**config.mk**
```make
export PLATFORM = sky130hd
export DESIGN_NAME = node_stream_source
export DESIGN_NICKNAME = d
export VERILOG_FILES = /design/src/rtl/node_pkg.sv /design/src/rtl/node_down_counter.sv /design/src/rtl/node_stream_source.sv
export SDC_FILE = /design/constraint.sdc
export NUM_CORES = 1
export LEC_CHECK = 0
export BUFFER_PORTS_ARGS = -buffer_cell sky130_fd_sc_hd__buf_2
export CORE_AREA = 2 2 122 124
export DETAILED_ROUTE_END_ITERATION = 16
export DIE_AREA = 0 0 124 126
export PLACE_DENSITY_LB_ADDON = 0.1
export SETUP_SLACK_MARGIN = 0.02
export SLEW_MARGIN = 30
export SYNTH_ARGS = -nofsm -noshare
export SYNTH_HDL_FRONTEND = slang
export SYNTH_HIERARCHICAL = 1
export SYNTH_SLANG_ARGS = --single-unit
```
**constraint.sdc**
```tcl
create_clock -name clk -period 3.4 [get_ports clk]
set_input_delay 0.17 -clock clk [delete_from_list [all_inputs] [get_ports clk]]
set_output_delay 0.17 -clock clk [all_outputs]
set_load 0.05 [all_outputs]
```
**src/rtl/node_pkg.sv**
```systemverilog
// Shared types for the valid/ready node endpoints.
package node_pkg;

  // Source endpoint FSM states; later endpoints reuse this encoding.
  typedef enum logic [1:0] {
    IDLE = 2'd0,
    SEND = 2'd1,
    GAP  = 2'd2,
    DONE = 2'd3
  } src_state_t;

endpackage : node_pkg

```
**src/rtl/node_down_counter.sv**
```systemverilog
// Loadable down-counter. Load takes priority over decrement.
// A decrement at zero is ignored, so the counter never wraps.
module node_down_counter #(
  parameter int W = 8
) (
  input  logic         clk,
  input  logic         rst,
  input  logic         i_load,
  input  logic [W-1:0] i_load_val,
  input  logic         i_dec,
  output logic [W-1:0] o_count,
  output logic         o_zero
);

  localparam logic [W-1:0] ZERO_W = {W{1'b0}};
  localparam logic [W-1:0] ONE_W  = {{(W-1){1'b0}}, 1'b1};

  logic [W-1:0] r_count;

  // Count register: reset to zero, load, or decrement while non-zero.
  always_ff @(posedge clk) begin
    if (rst) begin
      r_count <= ZERO_W;
    end else if (i_load) begin
      r_count <= i_load_val;
    end else if (i_dec && (r_count != ZERO_W)) begin
      r_count <= r_count - ONE_W;
    end else begin
      r_count <= r_count;
    end
  end

  assign o_count = r_count;
  assign o_zero  = (r_count == ZERO_W);

endmodule : node_down_counter

```
**src/rtl/node_stream_source.sv**
```systemverilog
// Transmitting endpoint of the valid/ready node chain. On start it emits
// cfg_len words (base + i*stride) with optional idle gaps between beats.
module node_stream_source
  import node_pkg::*;
#(
  parameter int WIDTH = 32,
  parameter int LEN_W = 16,
  parameter int GAP_W = 8
) (
  input  logic             clk,
  input  logic             rst,
  input  logic             start,
  input  logic [LEN_W-1:0] cfg_len,
  input  logic [WIDTH-1:0] cfg_base,
  input  logic [WIDTH-1:0] cfg_stride,
  input  logic [GAP_W-1:0] cfg_gap,
  input  logic             ready_down_in,
  output logic [WIDTH-1:0] data_out,
  output logic             valid_down_out,
  output logic             last_down_out,
  output logic             busy,
  output logic             done,
  output logic [LEN_W-1:0] beat_count
);

  localparam logic [LEN_W-1:0] LEN_ZERO = {LEN_W{1'b0}};
  localparam logic [LEN_W-1:0] LEN_ONE  = {{(LEN_W-1){1'b0}}, 1'b1};
  localparam logic [LEN_W-1:0] LEN_TWO  = {{(LEN_W-2){1'b0}}, 2'b10};
  localparam logic [GAP_W-1:0] GAP_ZERO = {GAP_W{1'b0}};
  localparam logic [GAP_W-1:0] GAP_ONE  = {{(GAP_W-1){1'b0}}, 1'b1};
  localparam logic [WIDTH-1:0] DAT_ZERO = {WIDTH{1'b0}};

  src_state_t       r_state;
  logic [WIDTH-1:0] r_data;
  logic             r_valid;
  logic             r_last;
  logic             r_busy;
  logic             r_done;
  logic [LEN_W-1:0] r_beat_count;
  logic [WIDTH-1:0] r_stride;
  logic [GAP_W-1:0] r_gap;

  src_state_t       w_state_nxt;
  logic [WIDTH-1:0] w_data_nxt;
  logic             w_valid_nxt;
  logic             w_last_nxt;
  logic             w_done_nxt;
  logic [LEN_W-1:0] w_beat_count_nxt;
  logic [WIDTH-1:0] w_stride_nxt;
  logic [GAP_W-1:0] w_gap_nxt;
  logic             w_rem_load;
  logic             w_rem_dec;
  logic             w_gap_load;
  logic             w_gap_dec;
  logic [LEN_W-1:0] w_rem;
  logic             w_rem_zero;
  logic [GAP_W-1:0] w_gap_cnt;
  logic             w_gap_zero;
  logic             w_fire;

  assign w_fire = r_valid & ready_down_in;

  // Beats still to be fired in the current burst, including the one on the bus.
  node_down_counter #(.W(LEN_W)) u_rem_cnt (
    .clk        (clk),
    .rst        (rst),
    .i_load     (w_rem_load),
    .i_load_val (cfg_len),
    .i_dec      (w_rem_dec),
    .o_count    (w_rem),
    .o_zero     (w_rem_zero)
  );

  // Idle cycles left before the next beat is presented.
  node_down_counter #(.W(GAP_W)) u_gap_cnt (
    .clk        (clk),
    .rst        (rst),
    .i_load     (w_gap_load),
    .i_load_val (r_gap),
    .i_dec      (w_gap_dec),
    .o_count    (w_gap_cnt),
    .o_zero     (w_gap_zero)
  );

  // Next-state and next-output logic; every register holds unless changed.
  always_comb begin
    w_state_nxt      = r_state;
    w_data_nxt       = r_data;
    w_valid_nxt      = r_valid;
    w_last_nxt       = r_last;
    w_done_nxt       = 1'b0;
    w_beat_count_nxt = r_beat_count;
    w_stride_nxt     = r_stride;
    w_gap_nxt        = r_gap;
    w_rem_load       = 1'b0;
    w_rem_dec        = 1'b0;
    w_gap_load       = 1'b0;
    w_gap_dec        = 1'b0;
    case (r_state)
      IDLE: begin
        if (start) begin
          w_beat_count_nxt = LEN_ZERO;
          w_stride_nxt     = cfg_stride;
          w_gap_nxt        = cfg_gap;
          w_rem_load       = 1'b1;
          if (cfg_len != LEN_ZERO) begin
            w_state_nxt = SEND;
            w_valid_nxt = 1'b1;
            w_data_nxt  = cfg_base;
            w_last_nxt  = (cfg_len == LEN_ONE);
          end else begin
            w_state_nxt = DONE;
            w_done_nxt  = 1'b1;
          end
        end else begin
          w_valid_nxt = 1'b0;
          w_last_nxt  = 1'b0;
        end
      end
      SEND: begin
        if (w_fire) begin
          w_beat_count_nxt = r_beat_count + LEN_ONE;
          w_rem_dec        = 1'b1;
          if (w_rem == LEN_ONE) begin
            w_state_nxt = DONE;
            w_valid_nxt = 1'b0;
            w_last_nxt  = 1'b0;
            w_done_nxt  = 1'b1;
          end else begin
            w_data_nxt = r_data + r_stride;
            if (r_gap == GAP_ZERO) begin
              w_last_nxt = (w_rem == LEN_TWO);
            end else begin
              w_state_nxt = GAP;
              w_valid_nxt = 1'b0;
              w_last_nxt  = 1'b0;
              w_gap_load  = 1'b1;
            end
          end
        end else begin
          w_valid_nxt = 1'b1;
        end
      end
      GAP: begin
        // Remaining count was already decremented by the fire that entered GAP.
        if (w_gap_zero || (w_gap_cnt == GAP_ONE)) begin
          w_state_nxt = SEND;
          w_valid_nxt = 1'b1;
          w_last_nxt  = (w_rem == LEN_ONE);
        end else begin
          w_gap_dec = 1'b1;
        end
      end
      DONE: begin
        w_state_nxt = IDLE;
        w_valid_nxt = 1'b0;
        w_last_nxt  = 1'b0;
      end
      default: begin
        w_state_nxt = IDLE;
        w_valid_nxt = 1'b0;
        w_last_nxt  = 1'b0;
      end
    endcase
  end

  // State and output registers; reset overrides any in-flight burst.
  always_ff @(posedge clk) begin
    if (rst) begin
      r_state      <= IDLE;
      r_data       <= DAT_ZERO;
      r_valid      <= 1'b0;
      r_last       <= 1'b0;
      r_busy       <= 1'b0;
      r_done       <= 1'b0;
      r_beat_count <= LEN_ZERO;
      r_stride     <= DAT_ZERO;
      r_gap        <= GAP_ZERO;
    end else begin
      r_state      <= w_state_nxt;
      r_data       <= w_data_nxt;
      r_valid      <= w_valid_nxt;
      r_last       <= w_last_nxt;
      r_busy       <= (w_state_nxt != IDLE);
      r_done       <= w_done_nxt;
      r_beat_count <= w_beat_count_nxt;
      r_stride     <= w_stride_nxt;
      r_gap        <= w_gap_nxt;
    end
  end

  assign data_out       = r_data;
  assign valid_down_out = r_valid;
  assign last_down_out  = r_last;
  assign busy           = r_busy;
  assign done           = r_done;
  assign beat_count     = r_beat_count;

endmodule : node_stream_source
```
==> impl_metrics.tcl, run 1 <==
set metrics [dict create \
    status "complete, no violations" \
    grt_pass1_wl_microns 31400 \
    drv_cap 0 \
    finalCritPeriodShare_pct 89.8 \
    worstPathArrival_ns 3.38 \
    instances_no_fill 1255 \
    peakVddDrop_uv 382 \
    async_flop_share_pct 0 \
    p_leak_nw 3.80 \
    wire_per_inst_microns 15.4 \
    numCtsBuffers 17 \
    tightest_slew_ns 0.885 \
    r2r-start "data_out[0]" \
    fmax_mhz 328 \
    power_frac_comb_pct 22.5 \
    cts_hold_buf 36 \
    drt-met1-wl_microns 9340 \
    grt_usage_pct 25.4 \
    vias_per_cell 5.56 \
    dr_wl_met3_microns 911 \
    core_area_sq_um 14300 \
    antenna_left 0 \
    port-buffer-count 143 \
    remaining_drc_errors 0 \
    pin_count 144 \
    drt_pre_antenna_iters 5 \
    yosys_warnings 6 \
    routed_wl_microns 19400 \
    grt.overflow.total 0 \
    grt_pass1_vias 6383 \
    final_common_cell "nand2_1" \
    gp_congestion 0.877 \
    cts.sinks 118 \
    cp-end-kind "flop" \
    slew_headroom_pct 40.8 \
    initial_core_util_pct 49.2 \
    antenna_cells 0 \
    syn_nets 1021 \
    fin_setup_tns_ns 0 \
    period_needed_ns 3.05 \
    p_per_area_nw_per_um2 495 \
    htreeDepth 4 \
    ff_latch_area_sq_um 2360 \
    critPathKind "reg -> reg" \
    via_count 6975 \
    path_clk_slew_ns 0.06 \
    final-setup-viol-count 0 \
    cts_setup_buffers 0 \
    cts-root-buf "clkbuf_16" \
    netSwitchingPower_w 0.00135 \
    cts-resized-gates 0 \
    critPathRequiredTime_ns 3.73 \
    drive_gt1_share_pct 20.3 \
    wl_met2_microns 8880 \
    ys_ff_latch 118 \
    die_w_microns 124 \
    nNetsFinal 1186 \
    total_power_w 0.00438 \
    finClkSkew_ns 0.00730 \
    utilization_pct 61.8 \
    routed.top_layer "met4" \
    p_int_w 0.00303 \
    fillCellCount 1328 \
    netlist_instances 893 \
    synthFlopType "dfxtp_1" \
    grt_max_degree 61 \
    critPathLaunchType "flop" \
    swShare_pct 30.9 \
    cts_tree "yes" \
    hp-class "in -> reg" \
    dp_cells 1187 \
    synthDistinctLibCells 77 \
    fp.dieH_microns 126 \
    seq_area_frac_synth_pct 33.6 \
    die-area_sq_um 15600 \
    rsz0062_at_grt "no" \
    final_cell_mix "148 x nand2_1, 142 x buf_2, 118 x dfxtp_1" \
    synth_area_per_cell_sq_um 7.88 \
    startpoint "data_out[0]" \
    rows 44 \
    place_hpwl_microns 13500 \
    holdCritStartpoint "cfg_stride[21]" \
    synth_area_sq_um 7040 \
    multi_input_area_sq_um 4410 \
    cts_buffer_depth 2 \
    hold_viol_final 0 \
    power_frac_seq_pct 36.0 \
    grt_antenna_before_repair 0 \
    synth_edf_count 0 \
    area_growth_pct 25.7 \
    final_max_slew_viol_count 0 \
    clock_latency_ns 0.42 \
    clkPwrFrac_pct 41.5 \
    cp_max_fo 4 \
    dr.first_iter.drc_count 319 \
]
[worst max-delay path, cell delays in order, from the launching register on]
cell and delay (ns):
dfxtp_1 0.32, ha_1 0.23, fa_1 0.44, a211oi_1 0.41, o21ai_1 0.16, a21oi_1 0.29, o41ai_2 0.14, a21oi_2 0.28
o21ai_1 0.16, a31oi_1 0.23, xor2_1 0.09, a221oi_1 0.23
[kinds of logic after synthesis]
group                    Yosys count  share of synthesized area [%]
flip-flops                       118                           33.6
AND/OR/NAND/NOR                  357                           23.8
AO/OA/AOI/OAI                    269                           26.1
multiplexers                       4                          0.569
buffers and inverters             63                           3.79
XOR/XNOR                          46                           5.72
adder cells (fa/ha/maj)           36                           6.51
[path summary, 6_finish.rpt]
kind                                      to  slack, ns  cells past startpoint
worst min register to register  r_stride[20]       0.46                      2
worst max register to register  data_out[24]       0.35                     11
worst min-delay path            r_stride[21]       0.01                      3
worst max-delay path            data_out[24]       0.35                     11
[flip-flops by register name (all words and copies together) (netlist names)]
| name | count |
|---|---|
| beat_count | 16 |
| busy | 1 |
| data_out | 32 |
| done | 1 |
| last_down_out | 1 |
| r_gap | 8 |
| r_state | 2 |
| r_stride | 32 |
| u_gap_cnt/o_count | 8 |
| u_rem_cnt/o_count | 16 |
| valid_down_out | 1 |
[Yosys cell counts, types with 10 or more instances]
library cell	instances	area, sq um
xor2_1	19	166
nor2_1	89	334
nand4_1	11	68.8
o21bai_1	10	75.1
clkbuf_1	34	128
nor4_1	16	100
nand2_1	148	556
nor3_1	18	90.1
nand3_1	15	75.1
xnor2_1	27	236
o21ai_1	17	85.1
o21ai_0	31	155
inv_1	14	52.6
dfxtp_1	118	2360
ha_1	35	438
a211oi_1	22	165
a311oi_1	10	87.6
a21oi_1	99	495
a21o_1	23	173
[power by group through the flow]
stage                     registers [W]  logic (W)  clock network (W)
after global routing            0.00159    0.00108            0.00191
after detailed placement        0.00160   0.000946                  0
after global placement          0.00160   0.000945                  0
final                           0.00158   0.000984            0.00182
after CTS                       0.00158   0.000983            0.00185
after floorplan                 0.00173   0.000556                  0
[area by class of cell]
cell class | instances | area share (%)
Multi-Input combinational cell | 712 | 49.9
Clock buffer | 25 | 5.83
Clock inverter | 7 | 1.03
Tap cell | 184 | 2.60
Sequential cell | 118 | 26.7
Inverter | 18 | 0.764
Timing Repair Buffer | 191 | 13.2
[per-stage QoR]
stage / hold slack, ns / cell area [sq um] / worst slack [ns]
finish: 0.0149 / 8850 / 0.348
global placement: 0.388 / 7880 / 0.435
CTS: 0.000742 / 8850 / 0.339
floorplan: 0.306 / 7040 / 0.400
global route: 0.0182 / 8850 / 0.0633
detailed placement: 0.394 / 7880 / 0.376
[metal layers]
| metal | track usage [%] | vias to the layer above |
|---|---|---|
| li1 | - | 3568 |
| met1 | 34.7 | 3221 |
| met2 | 40.8 | 168 |
| met3 | 4.66 | 18 |
| met4 | 7.27 | 0 |
| met5 | 0 | - |
No activity file was read; power rests on OpenSTA's default activity.
==> run 2: changes to the inputs <==
==> constraint.sdc (replaced) <==
create_clock -name clk -period 3.47 [get_ports clk]
set_input_delay 0.1735 -clock clk [delete_from_list [all_inputs] [get_ports clk]]
set_output_delay 0.1735 -clock clk [all_outputs]
set_load 0.05 [all_outputs]
==> run 2 against run 1 <==
Net effect: hold slack lost 0.0061 ns; count of clock-buffer cells in the layout is 5 lower; register-to-register slack improved by 0.02 ns; final cell count is 0.88% lower; core utilization decreased by 0.49 points; combinational power shrank 2.8%; sequential power hardly changed; sequential cell count stayed put; critical path type unchanged; highest routed layer unchanged.
==> impl_metrics.tcl, run 2 (same netlist as run 1, synthesis figures left out) <==
set metrics [dict create \
    status "complete, no violations" \
    wire_per_inst_microns 15.7 \
    critPathLaunchType "flop" \
    finalCritPeriodShare_pct 89.4 \
    fin_setup_tns_ns 0 \
    rows 44 \
    period_needed_ns 3.10 \
    area_growth_pct 24.7 \
    antenna_left 0 \
    rsz0062_at_grt "no" \
    critPathRequiredTime_ns 3.73 \
    path_clk_slew_ns 0.06 \
    crit_family "compound AO/OA/AOI/OAI gates" \
    grt_pass1_wl_microns 32100 \
    grt_usage_pct 25.8 \
    gp_congestion 0.862 \
    cp-end-kind "flop" \
    cp_max_fo 4 \
    setup_slack_ns 0.369 \
    multi_input_area_sq_um 4410 \
    final_cell_mix "148 x nand2_1, 142 x buf_2, 118 x dfxtp_1" \
    final_area_sq_um 8780 \
    final-setup-viol-count 0 \
    pin_count 144 \
    cts_tree "yes" \
    dp_cells 1184 \
    holdCritStartpoint "cfg_stride[16]" \
    cts.sinks 118 \
    grt_antenna_before_repair 0 \
    p_leak_nw 3.76 \
    port-buffer-count 143 \
    htreeDepth 4 \
    numCtsBuffers 17 \
    instances_no_fill 1244 \
    tightest_slew_ns 0.875 \
    slowest_stage "a211oi_1" \
    drive_gt1_share_pct 20.4 \
    antenna_cells 0 \
    r2r_cells 11 \
    grt.overflow.total 0 \
    grt_max_degree 65 \
    place_hpwl_microns 13500 \
    die-area_sq_um 15600 \
    critPathKind "reg -> reg" \
    cts-root-buf "clkbuf_16" \
    fmax_mhz 323 \
    final_common_cell "nand2_1" \
    drv_cap 0 \
    crit_top_cell "o21ai_1" \
    r2r-start "data_out[0]" \
    clock_latency_ns 0.42 \
    r2r-end "data_out[24]" \
    grt_pass1_vias 6565 \
    routed_wl_microns 19500 \
    cp_cell_sequence "ha_1 > fa_1 > a211oi_1 > o21ai_1 > a21oi_1 > o41ai_2 > a21oi_2 > o21ai_1 > a31oi_1 > xor2_1 > a221oi_1" \
    hold_viol_final 0 \
    final_max_slew_viol_count 0 \
    finClkSkew_ns 0.00668 \
    via_count 7007 \
    fp.dieH_microns 126 \
    cts_setup_buffers 0 \
    remaining_drc_errors 0 \
    min_to "r_stride[16]" \
    cts_buffer_depth 2 \
    initial_core_util_pct 49.2 \
    dpl_cell_area_sq_um 7860 \
    pre_cts_ws_ns 0.405 \
    nNetsFinal 1175 \
    core_area_sq_um 14300 \
    worstPathArrival_ns 3.36 \
    die_w_microns 124 \
    ff_latch_area_sq_um 2360 \
    hp-class "in -> reg" \
    hold_depth 3 \
    r2r_slack_ns 0.37 \
    peakVddDrop_uv 369 \
    drt_pre_antenna_iters 5 \
    fillCellCount 1340 \
    crit_buf_inv 0 \
    vias_per_cell 5.63 \
    dr.first_iter.drc_count 467 \
    critPathMaxStageDelay_ns 0.48 \
    slew_headroom_pct 41.4 \
    p_per_area_nw_per_um2 501 \
]
==> run 2: cell count changes in the layout (fill, tap and decap cells not counted) <==
| cell | change |
|---|---|
| buf_4 | -3 |
| bufinv_16 | +2 |
| clkbuf_1 | -2 |
| clkbuf_8 | -3 |
| clkinv_2 | +1 |
| clkinvlp_4 | +1 |
| dlygate4sd3_1 | -8 |
| inv_6 | +1 |
==> run 2: area by class of cell <==
cell class                      instances  share of cell area, %
Clock buffer                           20                   5.32
Sequential cell                       118                   26.9
Inverter                               18                  0.770
Timing Repair Buffer                  180                   12.1
Multi-Input combinational cell        712                   50.3
Clock inverter                         12                   1.97
Tap cell                              184                   2.62
==> run 2: layer usage <==
layer	wire length (microns)	global-route usage (%)	part of all wire (%)
met4	266	7.34	1.4
met5	0	0	0
met3	926	4.80	4.7
met2	8870	40.8	45
met1	9440	35.8	48
==> run 2: per-stage QoR <==
stage | power (W) | util (%) | hold slack, ns
after detailed placement | 0.00250 | 54.9 | 0.419
after CTS | 0.00442 | 61.3 | 0.000266
final | 0.00440 | 61.3 | 0.00882
after global placement | 0.00249 | 54.9 | 0.416
after global routing | 0.00461 | 61.3 | 0.0132
after floorplan | 0.00224 | - | 0.309
==> run 2: how the worst max path moves through the flow <==
stage	depth (start not counted)	slack, ns	end	startpoint
3_3_place_gp	11	0.45	data_out[24]	data_out[0]
2_1_floorplan	11	0.47	data_out[24]	data_out[0]
3_5_place_dp	11	0.41	data_out[24]	data_out[0]
5_1_grt	11	0.08	data_out[24]	data_out[0]
6_report	11	0.37	data_out[24]	data_out[0]
4_1_cts	11	0.37	data_out[24]	data_out[0]
==> run 2: power breakdown <==
group	internal [W]	leakage, nW	switching [W]
logic	0.000339	2.48	0.000617
registers	0.00145	0.969	0.0000923
clock network	0.00126	0.312	0.000646
total	0.00305	3.76	0.00135
==> run 2: tightest hold or removal path, cell delays in order <==
cell	delay, ns
buf_2	0.10
nand2_1	0.05
a21oi_1	0.05
==> run 2: timing repair <==
action	in CTS	in global routing
gates resized for setup	0	0
endpoints found under the hold margin	28	0
hold buffers	28	0
